`src/rtl/shreg_cmd_sequencer.sv`:
```
// Command sequencer that replays queued {opcode, data, repeat} commands onto a 4-bit shift/add register.
// Optional flush input enabled by defining SHREG_SEQ_ABORT_EN.
module shreg_cmd_sequencer #(
    parameter int DATA_W = 4,
    parameter int DEPTH  = 4,
    parameter int CNT_W  = 4
) (
    input  logic                   clk,
    input  logic                   reset,
`ifdef SHREG_SEQ_ABORT_EN
    input  logic                   abort,
`endif
    input  logic                   cmd_valid,
    output logic                   cmd_ready,
    input  logic [2:0]             cmd_op,
    input  logic [DATA_W-1:0]      cmd_data,
    input  logic [CNT_W-1:0]       cmd_rep,
    output logic [2:0]             sel,
    output logic [DATA_W-1:0]      d_in,
    output logic                   busy,
    output logic                   done,
    output logic [$clog2(DEPTH):0] level
);
    localparam int PTR_W = $clog2(DEPTH);
    localparam int LVL_W = PTR_W + 1;
    localparam int ENT_W = 3 + DATA_W + CNT_W;
    localparam logic [LVL_W-1:0] FULL_LVL = LVL_W'(DEPTH);

    typedef enum logic [0:0] {
        IDLE  = 1'b0,
        ISSUE = 1'b1
    } state_t;

    state_t             state_r;
    state_t             state_nxt_s;
    logic [ENT_W-1:0]   mem_r [DEPTH];
    logic [PTR_W-1:0]   wr_ptr_r;
    logic [PTR_W-1:0]   rd_ptr_r;
    logic [LVL_W-1:0]   level_r;
    logic [2:0]         cur_op_r;
    logic [DATA_W-1:0]  cur_data_r;
    logic [CNT_W-1:0]   cnt_r;
    logic               abort_s;
    logic               push_s;
    logic               pop_s;
    logic               empty_s;
    logic               last_s;
    logic [ENT_W-1:0]   head_s;

`ifdef SHREG_SEQ_ABORT_EN
    assign abort_s = abort;
`else
    assign abort_s = 1'b0;
`endif

    assign empty_s   = (level_r == LVL_W'(0));
    assign last_s    = (cnt_r == CNT_W'(0));
    assign cmd_ready = (level_r != FULL_LVL) && !abort_s;
    assign push_s    = cmd_valid && cmd_ready;
    assign head_s    = mem_r[rd_ptr_r];

    // Next-state and pop decision; a finished command chains straight into the next queued one.
    always_comb begin
        state_nxt_s = state_r;
        pop_s       = 1'b0;
        if (abort_s) begin
            state_nxt_s = IDLE;
        end else begin
            case (state_r)
                IDLE: begin
                    if (!empty_s) begin
                        pop_s       = 1'b1;
                        state_nxt_s = ISSUE;
                    end else begin
                        state_nxt_s = IDLE;
                    end
                end
                ISSUE: begin
                    if (!last_s) begin
                        state_nxt_s = ISSUE;
                    end else if (!empty_s) begin
                        pop_s       = 1'b1;
                        state_nxt_s = ISSUE;
                    end else begin
                        state_nxt_s = IDLE;
                    end
                end
                default: begin
                    state_nxt_s = IDLE;
                end
            endcase
        end
    end

    // State register.
    always_ff @(posedge clk or posedge reset) begin
        if (reset) begin
            state_r <= IDLE;
        end else begin
            state_r <= state_nxt_s;
        end
    end

    // Current command registers; cleared on entry to IDLE so sel/d_in come straight from flops.
    always_ff @(posedge clk or posedge reset) begin
        if (reset) begin
            cur_op_r   <= 3'b000;
            cur_data_r <= {DATA_W{1'b0}};
            cnt_r      <= {CNT_W{1'b0}};
        end else if (pop_s) begin
            cur_op_r   <= head_s[ENT_W-1 -: 3];
            cur_data_r <= head_s[CNT_W +: DATA_W];
            cnt_r      <= head_s[CNT_W-1:0];
        end else if (state_nxt_s == IDLE) begin
            cur_op_r   <= 3'b000;
            cur_data_r <= {DATA_W{1'b0}};
            cnt_r      <= {CNT_W{1'b0}};
        end else if (!last_s) begin
            cnt_r      <= cnt_r - CNT_W'(1);
        end
    end

    // FIFO storage; contents need no reset because level gates every read.
    always_ff @(posedge clk) begin
        if (push_s) begin
            mem_r[wr_ptr_r] <= {cmd_op, cmd_data, cmd_rep};
        end
    end

    // FIFO pointers and occupancy; pointers wrap naturally since DEPTH is a power of two.
    always_ff @(posedge clk or posedge reset) begin
        if (reset) begin
            wr_ptr_r <= {PTR_W{1'b0}};
            rd_ptr_r <= {PTR_W{1'b0}};
            level_r  <= {LVL_W{1'b0}};
        end else if (abort_s) begin
            wr_ptr_r <= {PTR_W{1'b0}};
            rd_ptr_r <= {PTR_W{1'b0}};
            level_r  <= {LVL_W{1'b0}};
        end else begin
            if (push_s) begin
                wr_ptr_r <= wr_ptr_r + PTR_W'(1);
            end
            if (pop_s) begin
                rd_ptr_r <= rd_ptr_r + PTR_W'(1);
            end
            case ({push_s, pop_s})
                2'b10:   level_r <= level_r + LVL_W'(1);
                2'b01:   level_r <= level_r - LVL_W'(1);
                default: level_r <= level_r;
            endcase
        end
    end

    assign sel   = cur_op_r;
    assign d_in  = cur_data_r;
    assign level = level_r;
    assign busy  = (state_r == ISSUE) || !empty_s;
    assign done  = (state_r == ISSUE) && last_s && empty_s;

endmodule

```
`config.mk`:
```
export PLATFORM = sky130hd
export DESIGN_NAME = shreg_cmd_sequencer
export DESIGN_NICKNAME = d
export VERILOG_FILES = /design/src/rtl/shreg_cmd_sequencer.sv
export SDC_FILE = /design/constraint.sdc
export NUM_CORES = 1
export LEC_CHECK = 0
export BUFFER_PORTS_ARGS = -buffer_cell sky130_fd_sc_hd__buf_2
export CAP_MARGIN = 20
export CORE_MARGIN = 1
export CORE_UTILIZATION = 45
export CTS_BUF_LIST = sky130_fd_sc_hd__clkbuf_4 sky130_fd_sc_hd__clkbuf_8
export DETAILED_ROUTE_END_ITERATION = 12
export PLACE_DENSITY = 0.66
export SLEW_MARGIN = 15
export SYNTH_ARGS = -nofsm -noshare
export SYNTH_HDL_FRONTEND = slang
export SYNTH_SLANG_ARGS = --single-unit
```
`constraint.sdc`:
```
create_clock -name clk -period 2.2 [get_ports clk]
set_input_delay 0.33 -clock clk [delete_from_list [all_inputs] [get_ports clk]]
set_output_delay 0.33 -clock clk [all_outputs]
set_load 0.01 [all_outputs]
```
# == Yosys cells after proc, flatten, opt, wreduce, memory -nomap -nowiden ==
# Memories as Yosys holds them, arrays and structs flattened.
# Index checks and enable logic that the tools add are counted.
# totals
reg_bits,19
ramBits,44
out_inout_bits,13
memories,1
# op_classes
add_sub_neg,5
eq_ne,5
muxes,15
bitwise,1
n_reduce_logical,8
# mem_list
memory,depth,word_bits,read_ports,rd_clocked_by_memory_dff,write_ports,line,text
mem_r,4,11,1,0,1,36,logic [ENT_W-1:0] mem_r [DEPTH];
# ops
operator,count
two-way mux 4 bit,5
two-way mux 3 bit,2
inequality test 3 bit (second input constant),2
one-hot mux 3 bit (2 select lines),1
two-way mux 1 bit,5
adder 2 x 1 -> 2 bit (second input constant),2
logical NOT 4 bit,1
one-hot mux 1 bit (2 select lines),2
subtractor 4 x 1 -> 4 bit (second input constant),1
adder 3 x 1 -> 3 bit (second input constant),1
logical AND 1 bit,3
logical NOT 3 bit,1
subtractor 3 x 1 -> 3 bit (second input constant),1
== test 2 x 1 -> 1 bit (second input constant),1
== test 2 bit (second input constant),1
inequality test 2 x 1 -> 1 bit (second input constant),1
nonzero test 2 bit,1
logical NOT 1 bit,1
logical OR 1 bit,1
inverter 1 bit,1

# == Longest topological paths before layout ==
# Gate-level depths: netlist of the first run.
# depth
depth_word,6
depth_mapped,11
depth_no_buf,10

# == Worst setup path before layout of the first run ==
# No wires, ideal clock.
# synth_path
path_type,reg2reg
start,register cnt_r[0]
end,"register level_r[2], in the netlist level[2]"
t_arrival_ns,2.310
required_time_ns,2.121
slack_ns,-0.190
path_stages_with_launch,12
cell_sequence,dfrtp_1 inv_1 ha_1 or3b_4 a21oi_2 buf_6 ha_1 inv_1 fa_1 xor2_1 nor2_1 xor2_1
# synth_between
elab_chain_len,5
word_cells_on_any_way,7
classes_between,eq/ne: 2; mux: 3; reduce/logical: 2
# synth_lines
element,line,text
start: declaration,42,logic [CNT_W-1:0] cnt_r;
start signal: assignment,109,cnt_r <= {CNT_W{1'b0}};
start signal: assignment,113,cnt_r <= head_s[CNT_W-1:0];
start signal: assignment,117,cnt_r <= {CNT_W{1'b0}};
logical NOT 4 bit (*),57,assign last_s = (cnt_r == CNT_W'(0));
two-way mux 1 bit (*),79,if (!last_s) begin
one-hot mux 1 bit (2 select lines) (*),69,case (state_r)
named net pop_s,45,logic pop_s;
== test 2 x 1 -> 1 bit or == test 2 bit (tied branches),147,"case ({push_s, pop_s})"
one-hot mux 3 bit (2 select lines) or nonzero test 2 bit (tied branches),--,
end signal: assignment,148,2'b10: level_r <= level_r + LVL_W'(1);
end signal: assignment,149,2'b01: level_r <= level_r - LVL_W'(1);
end signal: assignment,150,default: level_r <= level_r;
end: declaration,39,logic [LVL_W-1:0] level_r;
# Mark *: on every way through the listed nets, which the timed path passes. The rest lies on a longest branch.
# A chain may end at the register's enable or synchronous reset.

# == Final worst setup path of the first run ==
# layout_path
start,register cnt_r[0]
end,"register level_r[2], in the netlist level[2]"
# layout_between
elab_chain_len,5
word_cells_on_any_way,7
classes_between,eq/ne: 2; mux: 3; reduce/logical: 2
# layout_lines
element,line
logical NOT 4 bit (*),57
two-way mux 1 bit (*),79
one-hot mux 1 bit (2 select lines) (*),69
== test 2 x 1 -> 1 bit or == test 2 bit (tied branches),147
one-hot mux 3 bit (2 select lines) or nonzero test 2 bit (tied branches),--
# Mark *: on every way between the ends. The rest lies on a longest branch, timed or not.

==> results.tsv, run 1 <==
stage	metric	value	unit
critical_path	type of element capturing the critical path	flop	
drt	WL/cell	17.9	um
clocking	H-tree levels	3	
global_routing	total grt overflow	0	
logic_synthesis	synthesis warning total	0	
power_and_ir_drop	sequential share of power	43.8	%
die	Initial Util	48.0	%
logic_synthesis	Syn Inst Count	134	
finish	most common cell after layout, fill and taps aside	edfxtp_1	
critical_path	worst reg-to-reg path cell count	10	
sta	period utilisation layout	101	%
outcome	failing checks	negative setup slack	
global_routing	vias in the first global route	1453	
drt	drc violations	0	
clocking	Clk Latency, worst-skew pair	0.34	ns
sta	maximum clock rate	452	MHz
logic_synthesis	Post-synth EDFFs	44	
critical_path	Worst EP arrival	2.47	ns
drt	antenna viol nets, final	0	
global_routing	initial antenna violation count	0	
sta	Worst Tran Pin Value	0.730	ns
finish	ant diodes	0	
drt	DR vias/cell	5.24	
finish	NumNets Final	197	
critical_path	CP required	2.46	ns
sta	Final Max Tran Viols	0	
drt	final WL	4490	um
power_and_ir_drop	Clock power frac	22.7	%
sta	Hold Violations, Final	0	
power_and_ir_drop	P_sw	1.28	mW
die	Die H	76.8	um
outcome	status	finished with violations	
sta	fin crit period	2.21	ns
power_and_ir_drop	P_int	2.89	mW
drt	DR pass1 iterations	4	
die	# rows	26	
critical_path	crit start category	flop	
critical_path	Critical Path Fanout Max	2	
job	Max Cap Viol	0	
power_and_ir_drop	Power Dens Cells	1390	mW/mm^2
placement	routability congestion estimate	0.689	
finish	P&R area growth vs syn	18.9	%
sta	final setup fails	1	
logic_synthesis	ys flop type	edfxtp_1	
finish	fin util	57.1	%
global_routing	largest net degree at the start of global routing	20	
power_and_ir_drop	Max VDD drop	0.000605	V
placement	DPL Wire Length	2830	um
drt	initial DRC count	41	
sta	relative slew slack	51.3	%
critical_path	Setup crit start	cnt_r[0]	
critical_path	CP Class	flop to flop	
logic_synthesis	mapped cell area	0.00251	mm^2
logic_synthesis	sequential element share of the synthesized area	71.4	%
sta	setup repair after global routing missed its margin	true	
die	Die W	76.8	um
power_and_ir_drop	Comb pwr share	33.5	%
critical_path	worst reg2reg path endpoint	level[2]	
critical_path	worst r2r src	cnt_r[0]	
clocking	CTS buffer count	9	
min_path	Hold Path Class	input pin to asynchronous set/reset pin	
logic_synthesis	Syn Area/Cell	18.8	um^2
logic_synthesis	FF+latch count, synth	63	
global_routing	first-pass GRT wire length	7370	um
clocking	CTS sink cnt	63	
global_routing	GRT Total Usage	17.9	%
critical_path	Reg2Reg Setup Slack	-0.01	ns
die	I/O Pins	27	
placement	PortBufs	26	
logic_synthesis	Post-Syn Nets	155	
power_and_ir_drop	Lkg Pwr	1.20	nW
logic_synthesis	Distinct cells, synth	25	
die	Core Area	0.00524	mm^2
clocking	CTS tree	done	
power_and_ir_drop	sw frac	30.8	%
clocking	Worst-path clk slew	0.06	ns
clocking	CTS root buffer	clkbuf_8	
clocking	maximum root-to-sink buffer count	2	
finish	layout filler cell count	411	
sta	clock tree skew after final layout	0.00625	ns
sta	Final WS setup	-0.0132	ns
die	DIE AREA	0.00589	mm^2
finish	share of layout cells above drive strength 1	39.8	%
clocking	cts hold-fix bufs	0	
drt	routed vias	1315	
power_and_ir_drop	total power	4.17	mW
logic_synthesis	fraction of registers with async set/reset	30.2	%
finish	highest-count cells in the layout ignoring fill and taps	edfxtp_1 (44), buf_2 (26), dfrtp_1 (19)	
==> flip-flops by register name (all words and copies together) (netlist names) <==
signal    flops
cnt_r         4
d_in          4
level         3
mem_r        44
rd_ptr_r      2
sel           3
state_r       1
wr_ptr_r      2
==> stage by stage <==
step	setup TNS, ns	hold slack, ns	cells	instance area [um^2]	worst slack, ns
after detailed placement	-0.0554	0.495	232	2770	-0.0554
after CTS	-0.0182	0.129	250	2980	-0.0182
after global routing	-0.129	0.186	251	2990	-0.129
final	-0.0132	0.105	251	2990	-0.0132
after global placement	0	0.484	232	2770	0.0497
after floorplan	-0.0730	0.281	134	2540	-0.0730
==> cell type report <==
| cell class | instances | area [um^2] | area share, % |
|---|---|---|---|
| clock inverter | 5 | 48.8 | 1.63 |
| multi-input combinational | 56 | 678 | 22.7 |
| inverter | 11 | 41.3 | 1.38 |
| sequential | 63 | 1800 | 60.1 |
| timing repair buffer | 35 | 198 | 6.61 |
| clock buffer | 11 | 139 | 4.65 |
| tap | 70 | 87.6 | 2.93 |
==> layer usage <==
layer  share of wire [%]  up-vias  track usage [%]  wire length (um)
li1                    -      597                -                 -
met1                  38      673             18.9              1690
met2                  55       32             30.5              2470
met3                 4.8       13             6.90               214
met4                 2.5        0             10.0               113
met5                   0        -                0                 0
==> worst max path at each step <==
stage	endpoint	slack, ns	depth (start not counted)
3_3_place_gp	level[2]	0.05	10
2_1_floorplan	level[2]	-0.07	11
3_5_place_dp	level[2]	-0.06	10
5_1_grt	level[2]	-0.13	10
4_1_cts	level[2]	-0.02	10
6_report	level[2]	-0.01	10
==> power groups by stage <==
stage                     sequential, mW  clock [mW]  combinational [mW]
final                               1.82       0.946                1.40
after global routing                1.86        1.03                1.54
after CTS                           1.83       0.962                1.41
after detailed placement            1.85           0                1.36
after global placement              1.82           0                1.28
after floorplan                     1.83           0               0.944
==> critical path, stage by stage (launching register included) <==
cell     delay (ns)
dfrtp_1        0.39
inv_2          0.08
ha_4           0.13
or3b_4         0.39
a21oi_4        0.17
ha_4           0.15
inv_2          0.03
fa_2           0.32
xor2_1         0.15
nor2_1         0.12
xor2_1         0.18
==> Yosys cell counts, types with 2 or more instances <==
| cell | count | area [um^2] |
|---|---|---|
| edfxtp_1 | 44 | 1320 |
| dfrtp_1 | 19 | 475 |
| inv_1 | 11 | 41.3 |
| mux4_2 | 11 | 248 |
| a22o_1 | 10 | 87.6 |
| ha_1 | 6 | 75.1 |
| and3_1 | 5 | 31.3 |
| xor2_1 | 5 | 43.8 |
| xnor2_1 | 3 | 26.3 |
| buf_6 | 2 | 22.5 |
| nand2_1 | 2 | 7.51 |
| nor3_1 | 2 | 10.0 |
| or3b_4 | 2 | 22.5 |
==> what timing repair did <==
| action | 4_1_cts | 5_1_grt |
|---|---|---|
| endpoints found under the setup margin | 1 | 3 |
| pin swaps | 5 | 5 |
| buffers inserted | 2 | 1 |
| resized for setup | 3 | 1 |
==> logic make-up (layout without fill, tap and decap cells) <==
family | after synthesis | in the layout | share of synthesized area [%]
buffers and inverters | 15 | 62 | 2.98
adders and majority gates | 7 | 7 | 3.78
AOI/OAI and AO/OA | 13 | 13 | 4.48
DFF | 63 | 63 | 71.4
and+or+nand+nor | 15 | 15 | 3.83
xor gates and xnor gates | 8 | 8 | 2.79
muxes | 13 | 13 | 10.7
No activity file was read; power rests on OpenSTA's default activity.
==> inputs of run 2 (changes only) <==
--- a/config.mk
+++ b/config.mk
@@ -12,6 +12,7 @@
 export CTS_BUF_LIST = sky130_fd_sc_hd__clkbuf_4 sky130_fd_sc_hd__clkbuf_8
 export DETAILED_ROUTE_END_ITERATION = 12
 export PLACE_DENSITY = 0.66
+export SKIP_CTS_REPAIR_TIMING = 1
 export SLEW_MARGIN = 15
 export SYNTH_ARGS = -nofsm -noshare
 export SYNTH_HDL_FRONTEND = slang
==> results.tsv, run 2 (synthesized netlist as in run 1, its figures left out) <==
stage	metric	value	unit	change
outcome	status	finished with violations		
outcome	failing checks	negative setup slack		
clocking	Worst-path clk slew	0.06	ns	about the same
sta	clock tree skew after final layout	0.00557	ns	-0.000685 ns
die	DIE AREA	0.00589	mm^2	unchanged
critical_path	crit path to	level[2]		
global_routing	initial antenna violation count	0		unchanged
sta	final setup fails	1		unchanged
sta	Hold Violations, Final	0		unchanged
placement	PortBufs	26		unchanged
die	Die H	76.8	um	unchanged
finish	share of layout cells above drive strength 1	39.4	%	-0.33 points
power_and_ir_drop	Power Dens Cells	1400	mW/mm^2	+0.14%
sta	Final WS setup	-0.0539	ns	-0.0407 ns
finish	highest-count cells in the layout ignoring fill and taps	edfxtp_1 (44), buf_2 (26), dfrtp_1 (19)		
critical_path	CP Class	flop to flop		
placement	worst slack at placement	-0.0554	ns	unchanged
min_path	Hold Path Class	input pin to asynchronous set/reset pin		
finish	max reg flops	44		unchanged
sta	maximum clock rate	444	MHz	-1.8%
global_routing	vias in the first global route	1441		-0.83%
sta	Hold WS	0.108	ns	+0.00240 ns
critical_path	worst r2r src	cnt_r[0]		
drt	WL/cell	17.9	um	-0.20%
sta	fin crit period	2.25	ns	+0.0407 ns
drt	antenna viol nets, final	0		unchanged
die	Initial Util	48.0	%	unchanged
global_routing	largest net degree at the start of global routing	20		unchanged
finish	P&R area growth vs syn	18.6	%	
global_routing	first-pass GRT wire length	7330	um	-0.47%
power_and_ir_drop	Lkg Pwr	1.19	nW	-0.39%
die	Core Area	0.00524	mm^2	unchanged
finish	NumNets Final	196		-0.51%
global_routing	total grt overflow	0		unchanged
finish	layout filler cell count	411		unchanged
critical_path	worst reg-to-reg path cell count	10		unchanged
die	I/O Pins	27		unchanged
job	Max Cap Viol	0		unchanged
critical_path	Reg2Reg Setup Slack	-0.05	ns	-0.04 ns
drt	DR vias/cell	5.17		-1.3%
drt	routed vias	1293		-1.7%
power_and_ir_drop	Max VDD drop	0.000606	V	about the same
finish	ant diodes	0		unchanged
critical_path	crit start category	flop		
die	# rows	26		unchanged
clocking	maximum root-to-sink buffer count	2		unchanged
critical_path	Setup crit start	cnt_r[0]		
critical_path	worst reg2reg path endpoint	level[2]		
global_routing	GRT Total Usage	17.8	%	-0.13 points
sta	Worst Tran Pin Value	0.734	ns	+0.00361 ns
finish	most common cell after layout, fill and taps aside	edfxtp_1		
critical_path	CP required	2.46	ns	about the same
drt	drc violations	0		unchanged
clocking	CTS sink cnt	63		unchanged
placement	DPL Wire Length	2830	um	unchanged
clocking	CTS root buffer	clkbuf_8		
drt	initial DRC count	45		+9.8%
sta	setup repair after global routing missed its margin	true		
clocking	CTS buffer count	9		unchanged
sta	relative slew slack	51.0	%	-0.24 points
critical_path	type of element capturing the critical path	flop		
critical_path	Worst EP arrival	2.51	ns	+0.04 ns
finish	Biggest register	mem_r		
sta	period utilisation layout	102	%	+1.8 points
drt	DR pass1 iterations	4		unchanged
placement	routability congestion estimate	0.689		unchanged
die	Die W	76.8	um	unchanged
sta	Final Max Tran Viols	0		unchanged
clocking	CTS tree	done		
clocking	H-tree levels	3		unchanged
critical_path	Critical Path Fanout Max	2		unchanged
clocking	Clk Latency, worst-skew pair	0.34	ns	about the same
drt	final WL	4460	um	-0.60%
run 2: cell count changes in the layout (fill, tap and decap cells not counted), sizes merged:
cell  delta
buf      -1
run 2: worst max-delay path: stages (launching register included):
cell	delay (ns)
dfrtp_1	0.40
inv_2	0.09
ha_4	0.14
or3b_4	0.39
a21oi_4	0.20
ha_4	0.16
inv_2	0.03
fa_2	0.32
xor2_1	0.15
nor2_1	0.11
xor2_1	0.17
run 2: worst min path at each step:
stage / from / endpoint / slack (ns) / cells past startpoint
floorplan: reset / cnt_r[0] / 0.28 / 1
global placement: sel[2] / sel[2] / 0.48 / 1
detailed placement: reset / sel[2] / 0.50 / 2
CTS: reset / sel[2] / 0.13 / 2
global route: reset / level[2] / 0.19 / 2
finish: reset / level[0] / 0.11 / 2
run 2: power by group:
group	leakage (nW)	total [mW]	switching [mW]	internal (mW)
registers	0.628	1.83	0.192	1.63
logic	0.461	1.39	0.683	0.711
clock network	0.101	0.943	0.405	0.538
total	1.19	4.16	1.28	2.88
run 2: cell type report:
class	count	area, um^2	area share [%]
repair buffers	34	190	6.38
well taps	70	87.6	2.94
multi-input cells	56	678	22.7
flip-flops and latches	63	1800	60.3
inverters	11	41.3	1.38
clock inverters	5	48.8	1.64
clock buffers	11	139	4.66
run 2: per-layer routing:
metal	GRT usage [%]	share of wire [%]
met3	6.90	4.5
met2	30.4	55
met1	18.7	38
met4	9.62	2.8
met5	0	0
run 2: stage by stage:
stage	setup TNS (ns)	area [um^2]	total power [mW]	std cells	util (%)
final	-0.0539	2980	4.16	250	56.9
after global routing	-0.237	2980	4.42	250	56.9
after CTS	-0.0632	2960	4.16	248	56.5
after detailed placement	-0.0554	2770	3.21	232	52.9
after global placement	0	2770	3.10	232	52.9
after floorplan	-0.0730	2540	2.77	134	-
==> inputs of run 3 (changes only) <==
--- a/config.mk
+++ b/config.mk
@@ -5,6 +5,7 @@
 export SDC_FILE = /design/constraint.sdc
 export NUM_CORES = 1
 export LEC_CHECK = 0
+export ABC_AREA = 1
 export BUFFER_PORTS_ARGS = -buffer_cell sky130_fd_sc_hd__buf_2
 export CAP_MARGIN = 20
 export CORE_MARGIN = 1
==> constraint.sdc (replaced) <==
create_clock -name clk -period 2.2 [get_ports clk]
set_input_delay 0.66 -clock clk [delete_from_list [all_inputs] [get_ports clk]]
set_output_delay 0.66 -clock clk [all_outputs]
set_load 0.01 [all_outputs]
==> results.tsv, run 3 <==
stage	metric	value	unit	change
global_routing	initial antenna violation count	0		unchanged
global_routing	total grt overflow	0		unchanged
clocking	H-tree levels	3		unchanged
drt	antenna viol nets, final	0		unchanged
logic_synthesis	post-synth top area cell	edfxtp_1		
finish	NumNets Final	347		+77%
logic_synthesis	FF+latch count, synth	63		unchanged
clocking	maximum root-to-sink buffer count	2		unchanged
critical_path	Critical Path Fanout Max	4		+2
job	Max Cap Viol	0		unchanged
drt	WL/cell	12.8	um	-28%
placement	worst slack at placement	0.0507	ns	+0.106 ns
clocking	CTS buffer count	9		unchanged
sta	final setup fails	0		-1
die	I/O Pins	27		unchanged
logic_synthesis	top-count cell post-synth	nand2_1		
power_and_ir_drop	Max VDD drop	0.000641	V	+5.9%
critical_path	type of element capturing the critical path	output pin		
power_and_ir_drop	Power Dens Cells	1320	mW/mm^2	-5.7%
logic_synthesis	fraction of registers with async set/reset	30.2	%	unchanged
logic_synthesis	Syn Area/Cell	9.94	um^2	-47%
clocking	Worst-path clk slew	0.07	ns	about the same
logic_synthesis	sequential element share of the synthesized area	62.8	%	-8.7 points
global_routing	GRT Total Usage	18.4	%	+0.67 points
finish	share of layout cells above drive strength 1	19.9	%	-20 points
sta	Final WS setup	0.128	ns	+0.182 ns
finish	P&R area growth vs syn	15.1	%	
die	# rows	28		+7.7%
sta	period utilisation layout	94.2	%	-8.3 points
critical_path	Slowest-stage cell, CP	dfrtp_1		
logic_synthesis	Syn Inst Count	288		+110%
logic_synthesis	synthesis warning total	0		unchanged
sta	Final TNS setup	0	ns	+0.0539 ns
drt	drc violations	0		unchanged
critical_path	CP Class	flop to output pin		
finish	ant diodes	0		unchanged
global_routing	vias in the first global route	1765		+22%
logic_synthesis	top post-synthesis cells by area	edfxtp_1 (46%), dfrtp_1 (17%), nand2_1 (13%)		
power_and_ir_drop	Lkg Pwr	1.60	nW	+35%
die	DIE AREA	0.00668	mm^2	+13%
drt	DR pass1 iterations	4		unchanged
sta	maximum clock rate	483	MHz	+8.8%
clocking	CTS tree	done		
critical_path	most used cell, CP	inv_2		
die	Die H	81.8	um	+6.5%
logic_synthesis	Post-synth EDFFs	44		unchanged
min_path	Hold Path Class	input pin to asynchronous set/reset pin		
sta	fin crit period	2.07	ns	-0.182 ns
critical_path	CP required	1.54	ns	-0.92 ns
logic_synthesis	post-synth top area share	46.2	%	-6.4 points
finish	Biggest register	mem_r		
sta	Final Max Tran Viols	0		unchanged
placement	routability congestion estimate	0.766		+11%
sta	relative slew slack	50.2	%	-0.87 points
critical_path	Setup crit start	level[0]		
finish	most common cell after layout, fill and taps aside	nand2_1		
logic_synthesis	mapped cell area	0.00286	mm^2	+14%
die	Core Area	0.00603	mm^2	+15%
critical_path	worst r2r src	cnt_r[0]		
die	Die W	81.8	um	+6.5%
drt	routed vias	1871		+45%
placement	DPL Wire Length	3310	um	+17%
outcome	status	finished, final reports clean		
global_routing	largest net degree at the start of global routing	24		+20%
global_routing	first-pass GRT wire length	8470	um	+16%
logic_synthesis	most common library cells after synthesis	nand2_1 (96), inv_1 (59), edfxtp_1 (44), nand3_1 (27), dfrtp_1 (19)		
clocking	CTS root buffer	clkbuf_8		
die	Initial Util	47.5	%	-0.51 points
drt	DR vias/cell	4.61		-11%
critical_path	Worst EP arrival	1.41	ns	-1.10 ns
placement	PortBufs	26		unchanged
clocking	Clk Latency, worst-skew pair	0.35	ns	about the same
critical_path	critical path's largest stage delay	0.41	ns	about the same
drt	final WL	5210	um	+17%
sta	clock tree skew after final layout	0.00553	ns	-0.0000388 ns
logic_synthesis	Post-Syn Nets	309		+99%
sta	Worst Tran Pin Value	0.747	ns	+0.0130 ns
critical_path	critical-path cell list	inv_2 > nand2_4 > nor2_4 > inv_2 > nor3_1 > buf_2		
clocking	CTS sink cnt	63		unchanged
logic_synthesis	ys flop type	edfxtp_1		
sta	setup repair after global routing missed its margin	false		
drt	initial DRC count	77		+71%
sta	Hold Violations, Final	0		unchanged
critical_path	crit start category	flop		
logic_synthesis	Distinct cells, synth	26		+4.0%
finish	max reg flops	44		unchanged
finish	highest-count cells in the layout ignoring fill and taps	nand2_1 (96), inv_1 (57), edfxtp_1 (44)		
[run 3: changes by cell type in the layout (fill, tap and decap cells not counted), moves of 3 or more]
cell | previous run | this run
and3_1 | 5 | 0
inv_1 | 8 | 57
inv_2 | 3 | 6
mux4_2 | 11 | 0
nor2_1 | 1 | 5
nand3_1 | 0 | 27
a22o_1 | 10 | 0
nand2_1 | 2 | 96
[run 3: cells by family after synthesis]
| logic type | synth area share (%) |
|---|---|
| buffers and inverters | 10.9 |
| AO/OA/AOI/OAI | 1.09 |
| flip-flops | 62.8 |
| XOR/XNOR | 1.53 |
| adder cells (fa/ha/maj) | 3.32 |
| AND/OR/NAND/NOR | 20.4 |
[run 3: cell type report]
cell class                 count  area [um^2]
timing repair buffer          35          198
inverter                      64          243
sequential                    63         1800
clock inverter                 7         63.8
tap                           75         93.8
multi-input combinational    153          776
clock buffer                   9          124
fill                         541         2730
[run 3: worst max-delay path: cells and delay by family, from the launching register on]
family        cells  cell delay (ns)
simple gates      3             0.31
buf+inv           3             0.34
flops             1             0.41
[run 3: stage by stage]
step           power [mW]  cell area [um^2]  util [%]  cells  hold slack, ns
2_1_floorplan        2.95              2860         -    288           0.502
3_3_place_gp         3.30              3080      51.1    389           0.459
3_5_place_dp         3.35              3080      51.1    389           0.468
4_1_cts              4.33              3260      54.2    405           0.458
5_1_grt              4.69              3290      54.7    406           0.505
6_report             4.34              3290      54.7    406           0.428
[run 3: final timing paths]
kind                            endpoint  slack, ns  cells past startpoint
worst max-delay path                done       0.13                      6
min in group clk                  sel[2]       0.48                      2
max in group asynchronous         sel[0]       1.30                      2
worst min-delay path              sel[2]       0.43                      2
worst max register to register  level[2]       0.18                     10
worst min register to register    sel[2]       0.48                      2
[run 3: layer usage]
layer,track usage [%],part of all wire [%],up-vias
li1,-,-,959
met1,21.3,45,862
met2,30.2,49,38
met3,5.78,4.0,12
met4,10.4,2.5,0
met5,0,0,-
[run 3: power by group]
part / internal (mW) / switching, mW
registers: 1.62 / 0.174
clock network: 0.512 / 0.457
logic: 0.574 / 0.997
